--- config.mk ---
export PLATFORM = sky130hd
export DESIGN_NAME = hls_run_sequencer
export DESIGN_NICKNAME = d
export VERILOG_FILES = /design/src/rtl/hls_seq_pkg.sv /design/src/rtl/hls_seq_capture.sv /design/src/rtl/hls_run_sequencer.sv
export SDC_FILE = /design/constraint.sdc
export NUM_CORES = 1
export LEC_CHECK = 0
export CAP_MARGIN = 20
export CORE_UTILIZATION = 41
export DETAILED_ROUTE_END_ITERATION = 10
export PLACE_DENSITY = 0.69
export SETUP_SLACK_MARGIN = 0.4
export SLEW_MARGIN = 20
export SYNTH_ARGS = -nofsm -noshare
export SYNTH_HDL_FRONTEND = slang
export SYNTH_SLANG_ARGS = --single-unit
--- constraint.sdc ---
create_clock -name clock -period 3.8 [get_ports clock]
set_input_delay 0.95 -clock clock [delete_from_list [all_inputs] [get_ports clock]]
set_output_delay 0.95 -clock clock [all_outputs]
set_load 0.02 [all_outputs]
--- src/rtl/hls_seq_pkg.sv ---
// ---------------------------------------------------------------------------
// hls_seq_pkg
// Shared types for the HLS run sequencer: the controller state enum, the
// result status codes streamed on res_status, and the per-channel capture
// record handed from the capture slices to the reporting logic.
// ---------------------------------------------------------------------------
package hls_seq_pkg;

  // Controller states, in the order a run walks through them.
  typedef enum logic [2:0] {
    S_IDLE,
    S_RST0,
    S_RST1,
    S_START,
    S_RUN,
    S_REPORT,
    S_NEXT,
    S_FIN
  } seq_state_t;

  // Status codes carried on res_status.
  localparam logic [1:0] ST_FAIL    = 2'd0;
  localparam logic [1:0] ST_PASS    = 2'd1;
  localparam logic [1:0] ST_TIMEOUT = 2'd2;

  // Flags half of a channel's result record; the latency lives next to it
  // because its width is a module parameter.
  typedef struct packed {
    logic       captured;
    logic [1:0] status;
  } cap_rec_t;

  // Status of a channel that raised done with the given self-check flag.
  function automatic logic [1:0] status_of(input logic pass);
    return pass ? ST_PASS : ST_FAIL;
  endfunction

endpackage

--- src/rtl/hls_seq_capture.sv ---
// ---------------------------------------------------------------------------
// hls_seq_capture
// One channel's measurement slice. Latches the cycle count and pass flag on
// the first done of a run and ignores any later done until the next clear.
// When the controller fires the watchdog, an uncaptured channel records the
// current count (the timeout value) with timeout status; a done in that same
// cycle takes priority.
//
// Ports:
//   clock, reset    system clock, synchronous active-high reset
//   clear           high in the START cycle; restarts the slice and still
//                   captures a done arriving in that same cycle
//   enable          high during RUN
//   force_timeout   watchdog expiry, only meaningful with enable
//   done, pass      accelerator done_port and self-check result
//   count           latency value of the current cycle
//   rec             captured flag and status
//   cycles          latched latency
// ---------------------------------------------------------------------------
module hls_seq_capture
  import hls_seq_pkg::*;
#(
  parameter int CNT_W = 32
) (
  input  logic             clock,
  input  logic             reset,
  input  logic             clear,
  input  logic             enable,
  input  logic             force_timeout,
  input  logic             done,
  input  logic             pass,
  input  logic [CNT_W-1:0] count,
  output cap_rec_t         rec,
  output logic [CNT_W-1:0] cycles
);

  // First done wins; a clear doubles as the START-cycle capture so a done
  // coinciding with acc_start measures as one cycle.
  always_ff @(posedge clock) begin
    if (reset) begin
      rec.captured <= 1'b0;
      rec.status   <= ST_FAIL;
      cycles       <= '0;
    end else if (clear) begin
      rec.captured <= done;
      rec.status   <= done ? status_of(pass) : ST_FAIL;
      cycles       <= done ? count : '0;
    end else if (enable && !rec.captured) begin
      if (done) begin
        rec.captured <= 1'b1;
        rec.status   <= status_of(pass);
        cycles       <= count;
      end else if (force_timeout) begin
        rec.captured <= 1'b1;
        rec.status   <= ST_TIMEOUT;
        cycles       <= count;
      end
    end
  end

endmodule

--- src/rtl/hls_run_sequencer.sv ---
// ---------------------------------------------------------------------------
// hls_run_sequencer
// Run controller for Bambu-generated accelerators. For each run of a
// campaign it resets all N_CH accelerators for two cycles, pulses start,
// measures each channel's latency with a watchdog, then streams one result
// record per channel over a valid/ready port. Campaigns repeat the run
// num_runs times (0 counts as 1).
//
// Ports:
//   clock, reset        system clock, synchronous active-high reset
//   go                  campaign start pulse, ignored while busy
//   num_runs            runs per campaign, latched when go is accepted
//   acc_reset           accelerator resets (active-high)
//   acc_start           one-cycle start pulse to every channel
//   acc_done, acc_pass  accelerator done_port and self-check result
//   res_valid/ready     result record handshake
//   res_ch, res_run     channel index and 0-based run index of the record
//   res_cycles          measured latency in cycles (start cycle counts as 1)
//   res_status          ST_FAIL / ST_PASS / ST_TIMEOUT
//   busy                campaign in progress
//   campaign_done       one-cycle pulse after the final record
//
// Optional feature, macro SEQ_STATS_EN: adds stat_min / stat_max (latency
// range over pass and fail records) and stat_fail (fail plus timeout
// record count), cleared by reset and by an accepted go.
// ---------------------------------------------------------------------------
module hls_run_sequencer
  import hls_seq_pkg::*;
#(
  parameter int N_CH    = 1,
  parameter int CNT_W   = 32,
  parameter int TIMEOUT = 200000000,
  parameter int RUNS_W  = 8,
  localparam int CH_W   = (N_CH > 1) ? $clog2(N_CH) : 1,
  localparam int FAIL_W = RUNS_W + $clog2(N_CH) + 1
) (
  input  logic              clock,
  input  logic              reset,
  input  logic              go,
  input  logic [RUNS_W-1:0] num_runs,
  output logic [N_CH-1:0]   acc_reset,
  output logic [N_CH-1:0]   acc_start,
  input  logic [N_CH-1:0]   acc_done,
  input  logic [N_CH-1:0]   acc_pass,
  output logic              res_valid,
  input  logic              res_ready,
  output logic [CH_W-1:0]   res_ch,
  output logic [RUNS_W-1:0] res_run,
  output logic [CNT_W-1:0]  res_cycles,
  output logic [1:0]        res_status,
  output logic              busy,
  output logic              campaign_done
`ifdef SEQ_STATS_EN
  ,
  output logic [CNT_W-1:0]  stat_min,
  output logic [CNT_W-1:0]  stat_max,
  output logic [FAIL_W-1:0] stat_fail
`endif
);

  localparam logic [CNT_W-1:0] TMO = CNT_W'(TIMEOUT);
  // Counter value during the first RUN cycle; saturates for tiny watchdogs.
  localparam logic [CNT_W-1:0] CNT_RUN0 = (TIMEOUT > 1) ? CNT_W'(2) : TMO;
  localparam logic [CH_W-1:0]  LAST_CH  = CH_W'(N_CH - 1);

  seq_state_t        state;
  logic [CNT_W-1:0]  counter;
  logic [RUNS_W-1:0] run_idx;
  logic [RUNS_W-1:0] runs_lat;
  logic [CH_W-1:0]   rep_idx;

  logic [CNT_W-1:0]  cur_count;
  logic [CH_W-1:0]   next_idx;
  logic [CH_W-1:0]   load_idx;
  logic [RUNS_W-1:0] run_next;
  logic              cap_clear;
  logic              cap_enable;
  logic              cap_timeout;
  logic              all_seen;

  cap_rec_t          cap_rec    [N_CH];
  logic [CNT_W-1:0]  cap_cycles [N_CH];
  logic [N_CH-1:0]   cap_done;

  // Latency reported for a done seen this cycle: the START cycle counts as
  // 1, and the register holds the value for each RUN cycle.
  always_comb begin
    cur_count   = (state == S_START) ? CNT_W'(1) : counter;
    cap_clear   = (state == S_START);
    cap_enable  = (state == S_RUN);
    cap_timeout = (state == S_RUN) && (counter == TMO);
    next_idx    = rep_idx + 1'b1;
    load_idx    = res_valid ? next_idx : rep_idx;
    run_next    = run_idx + 1'b1;
    all_seen    = &(cap_done | acc_done);
  end

  genvar g;
  generate
    for (g = 0; g < N_CH; g++) begin : g_cap
      hls_seq_capture #(
        .CNT_W(CNT_W)
      ) u_cap (
        .clock        (clock),
        .reset        (reset),
        .clear        (cap_clear),
        .enable       (cap_enable),
        .force_timeout(cap_timeout),
        .done         (acc_done[g]),
        .pass         (acc_pass[g]),
        .count        (cur_count),
        .rec          (cap_rec[g]),
        .cycles       (cap_cycles[g])
      );
      assign cap_done[g] = cap_rec[g].captured;
    end
  endgenerate

  // Campaign FSM. All outputs are registered and set on the transition into
  // the state that owns them, so acc_reset covers RST0/RST1 exactly and
  // acc_start covers START exactly. In REPORT the first record is loaded the
  // cycle after entry; each accepted record loads the next one in the same
  // edge so transfers can run back to back.
  always_ff @(posedge clock) begin
    if (reset) begin
      state         <= S_IDLE;
      counter       <= '0;
      run_idx       <= '0;
      runs_lat      <= '0;
      rep_idx       <= '0;
      acc_reset     <= '0;
      acc_start     <= '0;
      res_valid     <= 1'b0;
      res_ch        <= '0;
      res_run       <= '0;
      res_cycles    <= '0;
      res_status    <= ST_FAIL;
      busy          <= 1'b0;
      campaign_done <= 1'b0;
    end else begin
      acc_start     <= '0;
      campaign_done <= 1'b0;
      case (state)
        S_IDLE: begin
          if (go) begin
            state     <= S_RST0;
            runs_lat  <= (num_runs == '0) ? RUNS_W'(1) : num_runs;
            run_idx   <= '0;
            acc_reset <= '1;
            busy      <= 1'b1;
          end
        end
        S_RST0: begin
          state <= S_RST1;
        end
        S_RST1: begin
          acc_reset <= '0;
          acc_start <= '1;
          state     <= S_START;
        end
        S_START: begin
          counter <= CNT_RUN0;
          state   <= S_RUN;
        end
        S_RUN: begin
          if (counter != TMO) begin
            counter <= counter + 1'b1;
          end
          if (all_seen || (counter == TMO)) begin
            rep_idx <= '0;
            state   <= S_REPORT;
          end
        end
        S_REPORT: begin
          if (!res_valid || res_ready) begin
            if (res_valid && (rep_idx == LAST_CH)) begin
              res_valid <= 1'b0;
              state     <= S_NEXT;
            end else begin
              res_valid  <= 1'b1;
              rep_idx    <= load_idx;
              res_ch     <= load_idx;
              res_run    <= run_idx;
              res_cycles <= cap_cycles[load_idx];
              res_status <= cap_rec[load_idx].status;
            end
          end
        end
        S_NEXT: begin
          run_idx <= run_next;
          if (run_next == runs_lat) begin
            campaign_done <= 1'b1;
            state         <= S_FIN;
          end else begin
            acc_reset <= '1;
            state     <= S_RST0;
          end
        end
        S_FIN: begin
          busy  <= 1'b0;
          state <= S_IDLE;
        end
        default: begin
          state <= S_IDLE;
        end
      endcase
    end
  end

`ifdef SEQ_STATS_EN
  // Running statistics over accepted records. Timeouts carry no real
  // latency, so they only bump the failure count.
  always_ff @(posedge clock) begin
    if (reset || ((state == S_IDLE) && go)) begin
      stat_min  <= '1;
      stat_max  <= '0;
      stat_fail <= '0;
    end else if ((state == S_REPORT) && res_valid && res_ready) begin
      if (res_status != ST_TIMEOUT) begin
        if (res_cycles < stat_min) stat_min <= res_cycles;
        if (res_cycles > stat_max) stat_max <= res_cycles;
      end
      if (res_status != ST_PASS) begin
        stat_fail <= stat_fail + 1'b1;
      end
    end
  end
`endif

endmodule

==> results of run 1 <==
routing by layer:
metal	share of wire (%)	GRT usage (%)
met5	0	0
met4	0.91	6.406
met3	4.0	4.135
met2	47	30.53
met1	48	26.16
state kept, by name (all words and copies together), names as in the netlist:
name                count
counter                32
g_cap.u_cap.cycles     32
res_cycles             32
res_run                 8
run_idx                 8
runs_lat                8
g_cap.u_cap.rec         3
state                   3
res_status              2
acc_reset               1
acc_start               1
busy                    1
campaign_done           1
rep_idx                 1
res_ch                  1
res_valid               1
cell usage in the layout (no fill, tap or decap), types with 3 or more instances in the layout:
master           netlist  routed
dfxtp_1              135     135
nand2_1              123     123
a21oi_1               88      88
nor2_1                68      68
clkdlybuf4s50_1        0      60
nand3_1               33      33
mux2i_1               19      19
xor2_1                18      18
clkbuf_16              0      17
o21ai_0               16      16
o211ai_1              15      15
xnor2_1               12      12
inv_1                 11      11
nand4_1               11      11
nor3_1                11      10
or3_1                  9       9
or4_1                  6       6
nor2b_1                5       5
buf_4                  0       5
nor4b_1                4       4
or2_0                  4       4
a211oi_1               4       4
and3_1                 4       4
ha_1                   4       4
nor4_1                 3       3
bufinv_16              0       3
inv_6                  0       3
clkinvlp_4             0       3
clkinv_4               0       3
how the worst max path moves through the flow:
stage	start	to	slack, ps	depth (start not counted)
after floorplan	counter[20]$_SDFFE_PP0P_	g_cap[0].u_cap.cycles[11]$_SDFFE_PP0P_	1530	8
after global placement	acc_done	g_cap[0].u_cap.cycles[16]$_SDFFE_PP0P_	980	5
after detailed placement	acc_done	g_cap[0].u_cap.cycles[19]$_SDFFE_PP0P_	900	5
after CTS	counter[20]$_SDFFE_PP0P_	g_cap[0].u_cap.cycles[13]$_SDFFE_PP0P_	1050	7
after global routing	counter[20]$_SDFFE_PP0P_	g_cap[0].u_cap.cycles[1]$_SDFFE_PP0P_	930	7
final	counter[20]$_SDFFE_PP0P_	g_cap[0].u_cap.cycles[13]$_SDFFE_PP0P_	1070	7
logic make-up (layout without fill, tap and decap cells):
kind of cell               count (synthesis)  after routing  share of synthesized area [%]
DFF                                      135            135                          47.69
adders and majority gates                  4              4                         0.8832
AOI/OAI and AO/OA                        144            144                          14.75
and+or+nand+nor                          301            301                          24.86
xor gates and xnor gates                  30             30                          4.637
buffers and inverters                     57            109                          3.820
muxes                                     19             19                          3.356
power by group through the flow:
| stage | registers [mW] | clock network [mW] | logic [mW] |
|---|---|---|---|
| 2_1_floorplan | 1.48 | 0 | 0.0972 |
| 3_3_place_gp | 1.48 | 0 | 0.135 |
| 3_5_place_dp | 1.48 | 0 | 0.139 |
| 4_1_cts | 1.45 | 1.68 | 0.140 |
| 5_1_grt | 1.45 | 1.75 | 0.156 |
| 6_report | 1.45 | 1.66 | 0.141 |
cell type report:
| cell class | count | area (um^2) | area share, % |
|---|---|---|---|
| Timing Repair Buffer | 66 | 643.1 | 9.220 |
| Clock buffer | 18 | 429.2 | 6.152 |
| Sequential cell | 135 | 2703 | 38.74 |
| Clock inverter | 14 | 175.2 | 2.511 |
| Tap cell | 176 | 220.2 | 3.157 |
| Multi-Input combinational cell | 498 | 2764 | 39.62 |
| Inverter | 11 | 41.29 | 0.5919 |
tightest hold or removal path, stage by stage, from the launching register on:
cell	delay, ps
dfxtp_1	310
nand2_1	50
a21oi_1	50
==> reports/summary.txt, run 1 <==
outcome: finished, final reports clean
FMAX: 365.8 MHz
clk_lat worst skew: 420 ps
Area contributors post-synth: dfxtp_1 48%, nand2_1 8.1%, a21oi_1 7.8%, nor2_1 4.5%, mux2i_1 3.4%
setup_tns: 0 ps
share of flip-flops with an asynchronous set or reset: 0%
Post-DP Area: 0.006371 mm^2
H-Tree Depth: 4
Max VDD drop: 0.3024 mV
Crit path max-delay family: simple AND/OR/NAND/NOR gates
Clock Skew: 13.65 ps
fin nets: 747
CP arrival: 3070 ps
WHS: 450.2 ps
vias per cell: 5.411
Site Rows: 42
die area: 0.01430 mm^2
Mapped Avg Cell Area: 8.213 um^2
Starting Density: 42.45%
register bit total from synthesis: 135
Pleak: 2.437 nW
WL per Instance: 14.52 um
worst hold path cell count: 2
Hold Path Sink: res_cycles[15]$_SDFFE_PP0P_
final hold vios: 0
largest net degree at the start of global routing: 89
num ports: 62
Initial DRC Count: 419
DPL Wire Length: 8.820 mm
ANT cells: 0
Reg2Reg Depth: 7
share of layout cells above drive strength 1: 6.604%
Relative slew margins: 40.15%
CP max-delay cell: or4_4
reg2reg end: g_cap[0].u_cap.cycles[13]$_SDFFE_PP0P_
Reg power frac: 44.6%
switching pwr: 0.7366 mW
crit end category: flip-flop
Worst R2R Start: counter[20]$_SDFFE_PP0P_
Unique masters post-synth: 54
pwr/cell area: 467.1 mW/mm^2
critical path class: flip-flop to flip-flop
aggregate global routing overflow: 0
Final ANT Viol Nets: 0
Crit path largest cell delay: 590 ps
hold path startpoint: g_cap[0].u_cap.cycles[15]$_SDFFE_PP0P_
DR vias: 4967
dpl cells: 886
Hold/Removal Path Class: flip-flop to flip-flop
Final Max Slew Viols: 0
gpl congestion: 0.8815
final period utilization: 71.95%
RSZ-0062 raised after global routing: false
cells along the critical path: or4_1 -> or4_4 -> nor2_4 -> o21ai_4 -> buf_4 -> or2_0 -> a21oi_1
Syn Inst Count: 690
Sw Share: 22.61%
I/O Buffers: 61
setup ws final: 1066 ps
CTS Root Cell: clkbuf_16
first-pass GRT wire length: 22.38 mm
Hold Buf Count CTS: 0
Seq/Total Area, Yosys: 47.69%
DIE HEIGHT: 119.6 um
WL final: 13.33 mm
Core Region: 0.01335 mm^2
overall global routing resource usage: 19.32%
clock buffer depth: 2
Design Area, Final: 0.006975 mm^2
Non-Filler Instances: 918
syn_nets: 708
Warnings, synthesis: 0
CP required: 4130 ps
DR DRC count: 0
Initial DRT Pass Iterations: 4
clock-pin slew on the worst setup and hold paths: 60 ps
startpoint types: flip-flop
total setup buffers inserted after CTS: 0
crit path max fanout: 33
Synth top area share: 47.69%
top cells by count, synth: 135 x dfxtp_1, 123 x nand2_1, 88 x a21oi_1
Comb power frac: 4.3%
die width: 119.6 um
Slew @ Worst Pin: 897.8 ps
Max Cap Violations: 0
vias in the first global route: 4758
Num CTS Buffers: 17
total internal power: 2.522 mW
pre-CTS WS: 902.0 ps
post-synth top area cell: dfxtp_1
most frequent cell after synthesis: dfxtp_1
antenna violations before repair: 0
power consumption: 3.258 mW
# setup viols final: 0
post-cts resize count: 0
Area growth, synth to finish: 23.10%
CP Buf/Inv Count: 1
CTS sink cnt: 135
fill cell count: 1198
prevailing post-synth register cell: dfxtp_1
R2R setup slack: 1070 ps
fin crit period: 2734 ps
Syn Std Cell Area: 0.005667 mm^2
CTS tree: built
clock power share: 51.1%
final core occ: 52.26%
Post-synth EDFFs: 0
(Power assumes the default switching activity.)
==> run 2, diff against run 1 <==
PLACE_DENSITY = 0.71   (was 0.69)
clock period = 2.3 ns   (was 3.8 ns; I/O delays follow)
==> reports/summary.txt, run 2 (synthesized netlist as in run 1, its figures left out) <==
CP required: 2620 ps
largest net degree at the start of global routing: 54
leading cell types in the layout, fill and taps excluded: 121 x nand2_1, 116 x dfxtp_1, 83 x a21oi_1, 67 x nor2_1, 48 x dlygate4sd2_1
gr busiest metal: met2
fin nets: 787
CP arrival: 2760 ps
worst hold path cell count: 2
clk_lat worst skew: 420 ps
clock buffer depth: 2
failing checks: setup timing
Max VDD drop: 0.5377 mV
Area growth, synth to finish: 33.56%
DR vias: 5228
Initial DRT Pass Iterations: 8
CTS tree: built
Starting Density: 42.45%
hold path startpoint: res_cycles[26]$_SDFFE_PP0P_
power consumption: 5.116 mW
CP max-delay cell: nor4b_1
cells along the critical path: buf_4 -> nor4b_1 -> nand4_1 -> buf_4 -> nor2_4 -> o21ai_4 -> buf_12 -> mux2i_1 -> a211oi_1
WL final: 14.66 mm
Num CTS Buffers: 17
I/O Buffers: 61
WHS: 450.9 ps
Crit path largest cell delay: 450 ps
antenna violations before repair: 0
critical path class: flip-flop to flip-flop
switching pwr: 1.215 mW
pwr/cell area: 676.0 mW/mm^2
H-Tree Depth: 4
Crit path max-delay family: simple AND/OR/NAND/NOR gates
gpl congestion: 0.8885
Sw Share: 23.76%
crit end category: flip-flop
outcome: complete, but fails checks
Core Region: 0.01335 mm^2
Initial DRC Count: 502
most used cell along the critical path: buf_4
Pleak: 2.929 nW
met3 GRT Util: 4.515%
Max Cap Violations: 0
overall global routing resource usage: 20.43%
CP Buf/Inv Count: 3
Comb power frac: 5.6%
FMAX: 410.1 MHz
clock power share: 47.6%
R2R setup slack: -140 ps
Final Max Slew Viols: 0
Worst R2R Start: counter[10]$_SDFFE_PP0P_
CTS sink cnt: 135
startpoint types: flip-flop
Reg2Reg Depth: 9
first-pass GRT wire length: 23.25 mm
# setup viols final: 21
vias per cell: 5.457
Hold/Removal Path Class: flip-flop to flip-flop
aggregate global routing overflow: 0
Clock Skew: 9.934 ps
final period utilization: 106.0%
DR DRC count: 0
total internal power: 3.901 mW
largest registers: counter x32, g_cap.u_cap.cycles x32, res_cycles x32
Relative slew margins: 61.68%
Slew @ Worst Pin: 574.8 ps
RSZ-0062 raised after global routing: true
final hold vios: 0
Hold Buf Count CTS: 0
commonest non-fill, non-tap cell in the layout: nand2_1
CTS Root Cell: clkbuf_16
Reg power frac: 46.7%
num ports: 62
die area: 0.01430 mm^2
Site Rows: 42
DIE HEIGHT: 119.6 um
share of layout cells above drive strength 1: 19.44%
fin crit period: 2438 ps
crit path max fanout: 7
Final ANT Viol Nets: 0
die width: 119.6 um
Hold Path Sink: res_cycles[26]$_SDFFE_PP0P_
WL per Instance: 15.30 um
clock-pin slew on the worst setup and hold paths: 60 ps
reg2reg end: g_cap[0].u_cap.cycles[0]$_SDFFE_PP0P_
DPL Wire Length: 9.259 mm
met1 usage: 27.30%
GR Util met2: 32.37%
vias in the first global route: 4746
ANT cells: 0
setup ws final: -138.2 ps
run 2: cell count changes in the layout (fill, tap and decap cells not counted), moves of 14 or more:
cell,previous run,this run
dfxtp_1,135,116
clkdlybuf4s50_1,60,12
dlygate4sd2_1,0,48
nand3_1,33,19
buf_4,5,35
nand3_2,0,14
run 2: power groups by stage:
stage | Sequential (mW) | Combinational, mW | Clock (mW)
after floorplan | 2.45 | 0.165 | 0
after global routing | 2.39 | 0.315 | 2.59
after detailed placement | 2.45 | 0.258 | 0
after CTS | 2.39 | 0.262 | 2.45
final | 2.39 | 0.288 | 2.44
after global placement | 2.44 | 0.253 | 0
run 2: area by class of cell:
class	count	area, um^2
Inverter	11	43.79
Fill cell	1144	5779
Sequential cell	135	2741
Multi-Input combinational cell	498	3032
Clock inverter	12	80.08
Tap cell	176	220.2
Timing Repair Buffer	106	994.7
Clock buffer	20	456.7
run 2: worst max path at each step:
stage,from,to,slack (ps),depth (start not counted)
floorplan,counter[20]$_SDFFE_PP0P_,res_ch$_SDFFE_PP0P_,180,6
global placement,counter[20]$_SDFFE_PP0P_,counter[18]$_SDFFE_PP0P_,110,6
detailed placement,counter[20]$_SDFFE_PP0P_,res_ch$_SDFFE_PP0P_,60,6
CTS,counter[20]$_SDFFE_PP0P_,res_ch$_SDFFE_PP0P_,60,6
global route,counter[10]$_SDFFE_PP0P_,g_cap[0].u_cap.cycles[0]$_SDFFE_PP0P_,-240,9
finish,counter[10]$_SDFFE_PP0P_,g_cap[0].u_cap.cycles[0]$_SDFFE_PP0P_,-140,9
run 2: metal layers:
metal,share of wire (%),up-vias
li1,-,2550
met1,46,2477
met2,47,172
met3,4.6,29
met4,2.1,0
met5,0,-
run 2: what timing repair did:
action	CTS	global route
hold endpoints to repair	0	0
pin swaps	9	26
gates resized for setup	77	55
gates cloned	2	1
buffers inserted	6	11
setup endpoints to repair	118	112
run 2: tightest hold or removal path: stages (launching register included):
cell and delay [ps]:
dfxtp_1 310, nand2_1 50, a21oi_1 50
run 2: per-stage QoR:
step | cells | cell area (um^2) | setup TNS (ps) | setup slack (ps) | utilization [%]
after global routing | 958 | 7569 | -4995 | -240.9 | 56.70
final | 958 | 7569 | -1084 | -138.2 | 56.70
after detailed placement | 906 | 6598 | 0 | 62.85 | 49.43
after global placement | 906 | 6598 | 0 | 105.3 | 49.43
after floorplan | 690 | 5741 | 0 | 177.6 | -
after CTS | 946 | 7264 | 0 | 55.71 | 54.42
==> run 3, diff against run 2 <==
GPL_ROUTABILITY_DRIVEN = 0   (was unset)
==> reports/summary.txt, run 3 (synthesized netlist as in run 1, its figures left out) <==
outcome: complete, but fails checks
failing checks: setup timing
Site Rows: 42
crit end category: flip-flop
Starting Density: 42.45%
cells along the critical path: inv_1 -> ha_1 -> nor4b_1 -> nand4_1 -> buf_4 -> nor2_4 -> o21ai_4 -> buf_12 -> buf_16 -> mux2i_1 -> nor2_1
Core Region: 0.01335 mm^2
DIE HEIGHT: 119.6 um
WL final: 16.45 mm
pwr/cell area: 669.5 mW/mm^2
CTS sink cnt: 135
antenna violations before repair: 0
Num CTS Buffers: 17
I/O Buffers: 61
CTS tree: built
fill cell count: 1141
Max VDD drop: 0.5260 mV
Area growth, synth to finish: 36.01%
H-Tree Depth: 4
fin crit period: 2571 ps
pre-CTS WS: 21.70 ps
leading cell types in the layout, fill and taps excluded: 121 x nand2_1, 117 x dfxtp_1, 82 x a21oi_1, 66 x nor2_1, 48 x buf_4
# setup viols final: 55
DPL Wire Length: 9.488 mm
Crit path max-delay family: simple AND/OR/NAND/NOR gates
Initial DRT Pass Iterations: 5
Pleak: 3.028 nW
Final Max Slew Viols: 0
ANT cells: 0
commonest non-fill, non-tap cell in the layout: nand2_1
setup_tns: -9192 ps
die area: 0.01430 mm^2
CTS Root Cell: clkbuf_16
final hold vios: 0
first-pass GRT wire length: 24.50 mm
clock buffer depth: 2
dpl cells: 908
Non-Filler Instances: 974
power consumption: 5.160 mW
final period utilization: 111.8%
Initial DRC Count: 575
Clock Skew: 13.57 ps
final core occ: 57.74%
aggregate global routing overflow: 0
DR vias: 5512
Hold/Removal Path Class: flip-flop to flip-flop
FMAX: 388.9 MHz
DR DRC count: 0
Crit path largest cell delay: 470 ps
clock-pin slew on the worst setup and hold paths: 60 ps
Max Cap Violations: 0
CP arrival: 2870 ps
num ports: 62
vias per cell: 5.659
crit path max fanout: 7
CP max-delay cell: nor4b_1
WL per Instance: 16.89 um
die width: 119.6 um
largest net degree at the start of global routing: 54
CP Buf/Inv Count: 4
RSZ-0062 raised after global routing: true
Slew @ Worst Pin: 611.0 ps
Final ANT Viol Nets: 0
clk_lat worst skew: 420 ps
share of layout cells above drive strength 1: 20.18%
largest registers: counter x32, g_cap.u_cap.cycles x32, res_cycles x32
vias in the first global route: 4991
Relative slew margins: 59.27%
startpoint types: flip-flop
setup ws final: -271.5 ps
critical path class: flip-flop to flip-flop
overall global routing resource usage: 21.36%
fin nets: 806
CP required: 2600 ps
[run 3: report_power, final]
part	leakage [nW]	internal, mW	switching [mW]
logic	1.66	0.116	0.182
clock network	0.267	1.51	0.958
registers	1.10	2.36	0.0269
[run 3: area by class of cell]
| class | count | area (um^2) | share of cell area, % |
|---|---|---|---|
| well taps | 176 | 220.2 | 2.857 |
| clock inverters | 9 | 80.08 | 1.039 |
| flip-flops and latches | 135 | 2738 | 35.52 |
| inverters | 11 | 41.29 | 0.5357 |
| clock buffers | 20 | 456.7 | 5.925 |
| repair buffers | 123 | 1122 | 14.56 |
| multi-input cells | 500 | 3049 | 39.56 |
[run 3: layer usage]
layer  global-route usage [%]  share of wire (%)  up-vias
met5                        0                  0        -
met4                    8.047                3.1        0
met3                    5.418                6.5       56
met2                    34.32                 48      263
met1                    27.53                 42     2613
li1                         -                  -     2580
[run 3: worst min-delay path, delay by kind of cell, from the launching register on]
family	cells	cell delay (ps)
compound gates	1	50
flops	1	300
simple gates	1	50
[run 3: through the flow]
step,hold slack (ps),area [um^2]
floorplan,431.6,5741
global placement,443.6,6613
detailed placement,445.5,6613
CTS,451.0,7415
global route,466.1,7707
finish,450.8,7707
[run 3: worst paths after layout]
| check | start | end | slack (ps) | cells past startpoint |
|---|---|---|---|---|
| max | counter[1]$_SDFFE_PP0P_ | g_cap[0].u_cap.cycles[20]$_SDFFE_PP0P_ | -270 | 11 |
| min | res_run[1]$_SDFFE_PP0P_ | res_run[1]$_SDFFE_PP0P_ | 450 | 2 |
| max reg2reg | counter[1]$_SDFFE_PP0P_ | g_cap[0].u_cap.cycles[20]$_SDFFE_PP0P_ | -270 | 11 |
| min reg2reg | res_run[1]$_SDFFE_PP0P_ | res_run[1]$_SDFFE_PP0P_ | 450 | 2 |
[run 3: what timing repair did]
action,4_1_cts,5_1_grt
setup endpoints to repair,113,115
setup buffers,20,14
gates resized for setup,81,49
pin swaps,21,25
hold buffers,0,0
gates cloned,2,1
hold endpoints to repair,0,0
